[config.mk]
export PLATFORM = sky130hd
export DESIGN_NAME = costas_pd
export DESIGN_NICKNAME = d
export VERILOG_FILES = /design/src/rtl/costas_pd.sv
export SDC_FILE = /design/constraint.sdc
export NUM_CORES = 1
export LEC_CHECK = 0
export ABC_AREA = 0
export ABC_CLOCK_PERIOD_IN_PS = 2600
export CAP_MARGIN = 30
export CORE_MARGIN = 3
export CORE_UTILIZATION = 30
export CTS_CLUSTER_DIAMETER = 80
export DETAILED_ROUTE_END_ITERATION = 6
export HOLD_SLACK_MARGIN = 0.03
export MAX_ROUTING_LAYER = met4
export PLACE_DENSITY = 0.59
export SYNTH_ARGS = -nofsm -noshare
export SYNTH_HDL_FRONTEND = slang
export SYNTH_SLANG_ARGS = --single-unit
[constraint.sdc]
create_clock -name clk -period 2.6 [get_ports clk]
set_input_delay 0.39 -clock clk [delete_from_list [all_inputs] [get_ports clk]]
set_output_delay 0.39 -clock clk [all_outputs]
set_load 0.03 [all_outputs]
[src/rtl/costas_pd.sv]
// Costas-loop phase discriminator for a despread BPSK stream.
// Integrates I and Q over DUMP_LEN valid samples, then forms the
// decision-directed error sign(I)*Q, halves it, and strobes it out on
// 'load' for the carrier loop filter. The result appears two edges after
// the final sample of each period.
module costas_pd #(
  parameter int DUMP_LEN = 31
) (
  input  logic               clk,
  input  logic               rst,
  input  logic               en,
  input  logic               sync,
  input  logic               din_valid,
  input  logic signed [15:0] din_i,
  input  logic signed [15:0] din_q,
  output logic signed [22:0] pd,
  output logic               load
);

  localparam logic        [8:0]  LastCnt = 9'(DUMP_LEN);
  localparam logic signed [23:0] MinVal  = 24'sh800000;
  localparam logic signed [23:0] MaxVal  = 24'sh7FFFFF;

  // Integrate-and-dump state
  logic signed [23:0] accI_q, accI_d;
  logic signed [23:0] accQ_q, accQ_d;
  logic        [8:0]  cnt_q, cnt_d;

  // Stage 1: dumped period sums
  logic signed [23:0] dumpI_q, dumpI_d;
  logic signed [23:0] dumpQ_q, dumpQ_d;
  logic               dumpVld_q, dumpVld_d;

  // Stage 2: discriminator term
  logic signed [23:0] term_q, term_d;
  logic               termVld_q, termVld_d;

  // Stage 3: output word and strobe
  logic signed [22:0] pd_q, pd_d;
  logic               load_q, load_d;

  logic signed [23:0] sampleI, sampleQ;
  logic signed [23:0] sumI, sumQ;
  logic        [8:0]  cntInc;

  assign sampleI = {{8{din_i[15]}}, din_i};
  assign sampleQ = {{8{din_q[15]}}, din_q};
  assign sumI    = accI_q + sampleI;
  assign sumQ    = accQ_q + sampleQ;
  assign cntInc  = cnt_q + 9'd1;

  // Accumulate valid samples; dump on the sample that completes a period.
  // Losing lock clears everything, and a code-period sync restarts the
  // period with the coincident sample (if any) as its first sample, which
  // also suppresses a dump that would otherwise happen on that cycle.
  always_comb begin
    accI_d    = accI_q;
    accQ_d    = accQ_q;
    cnt_d     = cnt_q;
    dumpI_d   = dumpI_q;
    dumpQ_d   = dumpQ_q;
    dumpVld_d = 1'b0;
    if (!en) begin
      accI_d = '0;
      accQ_d = '0;
      cnt_d  = '0;
    end else if (sync) begin
      if (din_valid) begin
        accI_d = sampleI;
        accQ_d = sampleQ;
        cnt_d  = 9'd1;
      end else begin
        accI_d = '0;
        accQ_d = '0;
        cnt_d  = '0;
      end
    end else if (din_valid) begin
      if (cntInc == LastCnt) begin
        dumpI_d   = sumI;
        dumpQ_d   = sumQ;
        dumpVld_d = 1'b1;
        accI_d    = '0;
        accQ_d    = '0;
        cnt_d     = '0;
      end else begin
        accI_d = sumI;
        accQ_d = sumQ;
        cnt_d  = cntInc;
      end
    end
  end

  // Discriminator sign(I)*Q; zero I counts as positive and negating the
  // most negative Q saturates instead of wrapping.
  always_comb begin
    term_d = dumpQ_q;
    if (dumpI_q < 24'sd0) begin
      if (dumpQ_q == MinVal) begin
        term_d = MaxVal;
      end else begin
        term_d = -dumpQ_q;
      end
    end
    termVld_d = en & dumpVld_q;
  end

  // Halve the term into the output word; pd holds between strobes and a
  // lock drop discards whatever is still in flight.
  always_comb begin
    pd_d   = pd_q;
    load_d = 1'b0;
    if (en && termVld_q) begin
      pd_d   = 23'(term_q >>> 1);
      load_d = 1'b1;
    end
  end

  // All state registers with asynchronous active-low clear.
  always_ff @(posedge clk or negedge rst) begin
    if (!rst) begin
      accI_q    <= '0;
      accQ_q    <= '0;
      cnt_q     <= '0;
      dumpI_q   <= '0;
      dumpQ_q   <= '0;
      dumpVld_q <= 1'b0;
      term_q    <= '0;
      termVld_q <= 1'b0;
      pd_q      <= '0;
      load_q    <= 1'b0;
    end else begin
      accI_q    <= accI_d;
      accQ_q    <= accQ_d;
      cnt_q     <= cnt_d;
      dumpI_q   <= dumpI_d;
      dumpQ_q   <= dumpQ_d;
      dumpVld_q <= dumpVld_d;
      term_q    <= term_d;
      termVld_q <= termVld_d;
      pd_q      <= pd_d;
      load_q    <= load_d;
    end
  end

  assign pd   = pd_q;
  assign load = load_q;

endmodule

==> results.md <==
- Status: complete, but fails checks
- Violations in the final reports: negative setup slack
- Number of diodes: 0
- Cell area after technology mapping: 7660 µm²
- Effective utilization at floorplan: 31.0%
- Number of buffers created by CTS: 17
- Count of final setup violators: 6
- Total count of hold-check failures in the final report: 0
- Met3 Resource Use GR: 2.86%
- Worst setup slack before clock tree synthesis: -0.670 ns
- Unrepaired setup endpoints after global routing: yes
- Utilization after layout: 42.4%
- Core Box Area: 24700 µm²
- Fraction of power consumed by the clock network: 40.0%
- Routability-driven placement congestion ratio: 0.791
- Worst endpoint required time: 2.91 ns
- Via density per instance: 4.94
- Wire length of the first global-routing pass: 31.4 mm
- Cell class contributing the biggest share of worst-path delay: compound AO/OA/AOI/OAI gates
- Final hold slack: 0.263 ns
- Highest net fanout along the worst path: 3
- Worst-Margin Slew: 0.782 ns
- I/O pin count: 61
- Cell chain of the critical path: ha_2 > inv_2 > fa_2 > nor2b_2 > o31ai_4 > a21oi_2 > o41ai_2 > o21ai_2 > a221oi_4 > and2b_1 > xnor2_2 > a221o_1
- GR Util met2: 22.9%
- Internal power: 4050 µW
- Startpoint type of the worst setup path: register
- Combinational power share: 22.7%
- Post-detailed-placement cell area: 9550 µm²
- Horizontal die dimension: 166 µm
- Largest stage delay on the critical path: 0.39 ns
- Most used DFF post-synth: sky130_fd_sc_hd__dfrtp_1
- Slowest stage cell, crit path: sky130_fd_sc_hd__o41ai_2
- Buffers from clock root to sink, at most: 2
- Count of flip-flops with a built-in enable after synthesis: 0
- Cell at the root of the clock tree: sky130_fd_sc_hd__clkbuf_16
- Cell count after synthesis: 796
- Mean area per synthesized cell: 9.63 µm²
- Largest net degree at the start of global routing: 58
- Worst-case register-to-register setup slack: -0.10 ns
- Switching component of the power: 1740 µW
- Total Nets Final: 1071
- Overall via count from detail_route: 6523
- Worst min path class: primary input to register
- H-tree levels: 4
- Share of flip-flops with an asynchronous set or reset: 100%
- Number of synthesis warnings: 0
- Critical Path AT: 3.01 ns
- Final routed wire length divided by cell count: 14.3 µm
- Final cycle utilization of the critical path: 104%
- TritonCTS clock tree: built
- 1st-iter DRT viols: 338
- Critical path endpoint category: register
- Final HPWL DP: 13.5 mm
- Worst slew margin: 47.9%
- Number of fill cells: 2372
- GR Overflow Total: 0
- PD cells: 551 nW/µm²
- Static leakage: 0.00517 µW
- Post-route ant nets: 0
- Portion of the post-synthesis area used by sequential elements: 42.8%
- Busiest layer in global routing: met2
- Total power after layout: 5790 µW
- Switching power share of the total: 30.1%
- Maximum frequency from static timing analysis: 0.370 GHz
- Overall fraction of global-route tracks in use: 14.0%
- Num Clock Sinks: 131
- Mapped Nets: 884
- Initial antenna violation count: 0
- Floorplan row count: 57
- Max-Cap Viols: 0
- Share of final-layout standard cells stronger than drive strength 1: 25.1%
- Port bufs: 60
- Worst VDD drop: 0.420 mV
- Residual DRC: 0
- Height of the chip: 166 µm
- Category of the critical setup timing path: register to register
- Worst skew pair latency: 0.43 ns
- Clock-pin slew on the worst setup and hold paths: 0.07 ns
- Flip-flop and latch count after synthesis: 131
- PnR worst setup slack: -0.101 ns
- Clk_skew: 0.0177 ns
- GR met1 Demand/Resource: 17.9%
- Syn-to-layout area delta: 37.0%
- Wirelength, routed: 18.9 mm
- Time the worst path needs with I/O delays and setup: 2.70 ns
- Buffering stage count on the worst path with inverters included: 1
- Layout Cell Area excl Fill: 10500 µm²
- Count of unique library cells instantiated by Yosys: 61
- Number of global-route vias before repair: 6376
- Number of detailed-routing iterations run before antenna repair: 5
- Final Max Tran Viols: 0
- Total die area: 27500 µm²
- Sequential Power Share: 37.2%
## metal layers
layer	vias up	share of wire (%)	wire, µm
met5	-	0	0
met4	0	1.5	274
met3	24	3.0	572
met2	107	48	9110
met1	3138	47	8940
li1	3254	-	-
## registers in the layout (all words and copies together), names as in the netlist, 9 cells and up
| name | cells |
|---|---|
| cnt_q | 9 |
| dumpQ_q | 24 |
| accI_q | 24 |
| pd | 23 |
| accQ_q | 24 |
| term_q | 23 |
## placed cells by master (no fill, tap or decap), drive strengths merged, types with 4 or more instances in the layout
| cell type | instances |
|---|---|
| a211oi | 4 |
| a21o | 25 |
| a21oi | 50 |
| a221o | 10 |
| a222oi | 10 |
| a22oi | 22 |
| a31oi | 7 |
| and3 | 8 |
| buf | 135 |
| clkbuf | 17 |
| clkdlybuf4s50 | 50 |
| clkinv | 5 |
| dfrtp | 131 |
| dlymetal6s2s | 6 |
| ha | 49 |
| inv | 36 |
| mux2 | 26 |
| nand2 | 113 |
| nand2b | 9 |
| nand3 | 14 |
| nor2 | 32 |
| nor2b | 9 |
| nor3 | 9 |
| nor4 | 4 |
| o21a | 7 |
| o21ai | 78 |
| o31ai | 9 |
| or3 | 8 |
| xnor2 | 23 |
| xor2 | 44 |
## per-stage QoR
stage,std cells,setup TNS [ns]
5_1_grt,1320,-1.57
3_3_place_gp,1275,-16.69
2_1_floorplan,796,-0.0169
3_5_place_dp,1276,-17.62
6_report,1320,-0.421
4_1_cts,1312,-0.553
## worst register-to-register path, delay by kind of cell, from the launching register on
family	cells	cell delay, ns
xor+xnor	1	0.09
buf+inv	1	0.05
compound gates	6	1.42
flops	1	0.38
fa+ha+maj	2	0.38
simple gates	2	0.26
## Yosys cell counts, types with 22 or more instances
cell	number	share of area (%)
sky130_fd_sc_hd__mux2_2	26	3.8
sky130_fd_sc_hd__a22oi_1	22	2.2
sky130_fd_sc_hd__a21oi_1	50	3.3
sky130_fd_sc_hd__nor2_1	32	1.6
sky130_fd_sc_hd__a21o_1	25	2.4
sky130_fd_sc_hd__ha_1	49	8.0
sky130_fd_sc_hd__inv_1	27	1.3
sky130_fd_sc_hd__clkbuf_1	25	1.2
sky130_fd_sc_hd__dfrtp_1	131	43
sky130_fd_sc_hd__o21ai_0	74	4.8
sky130_fd_sc_hd__nand2_1	113	5.5
sky130_fd_sc_hd__xor2_1	44	5.0
sky130_fd_sc_hd__xnor2_1	23	2.6
## final cells by class
class / instances / area (µm²) / share of cell area [%]
sequential: 131 / 3280 / 31.2
clock inverter: 15 / 143 / 1.36
tap: 324 / 405 / 3.86
inverter: 28 / 105 / 1.00
multi-input combinational: 610 / 4480 / 42.6
timing repair buffer: 195 / 1660 / 15.9
clock buffer: 17 / 425 / 4.05
## final timing paths
| kind | start | endpoint | cells past startpoint |
|---|---|---|---|
| setup / recovery | accQ_q[0]$_DFFE_PN0P_ | accQ_q[18]$_DFFE_PN0P_ | 12 |
| hold / removal | din_i[0] | accI_q[0]$_DFFE_PN0P_ | 3 |
| setup reg to reg | accQ_q[0]$_DFFE_PN0P_ | accQ_q[18]$_DFFE_PN0P_ | 12 |
| hold reg to reg | dumpVld_q$_DFF_PN0_ | termVld_q$_DFF_PN0_ | 1 |
| max in group asynchronous | rst | cnt_q[3]$_DFFE_PN0P_ | 3 |
| min in group asynchronous | rst | pd[16]$_DFFE_PN0P_ | 2 |
## power groups by stage
stage	clock network (µW)	registers, µW	logic [µW]
3_5_place_dp	0	2190	1200
3_3_place_gp	0	2190	1190
4_1_cts	2390	2150	1240
6_report	2320	2160	1320
5_1_grt	2490	2160	1460
2_1_floorplan	0	2180	659
## what timing repair did
action	CTS	global route
pin swaps	3	25
buffers inserted	3	8
endpoints found under the setup margin	20	26
hold buffers	1	0
gates resized for setup	16	46
endpoints found under the hold margin	54	0
## kinds of logic after synthesis
family / synth area share, %
buffers and inverters: 2.69
xor gates and xnor gates: 7.66
adders and majority gates: 8.52
and+or+nand+nor: 13.8
muxes: 3.82
AOI/OAI and AO/OA: 20.7
DFF: 42.8
No activity file was read; power rests on OpenSTA's default activity.
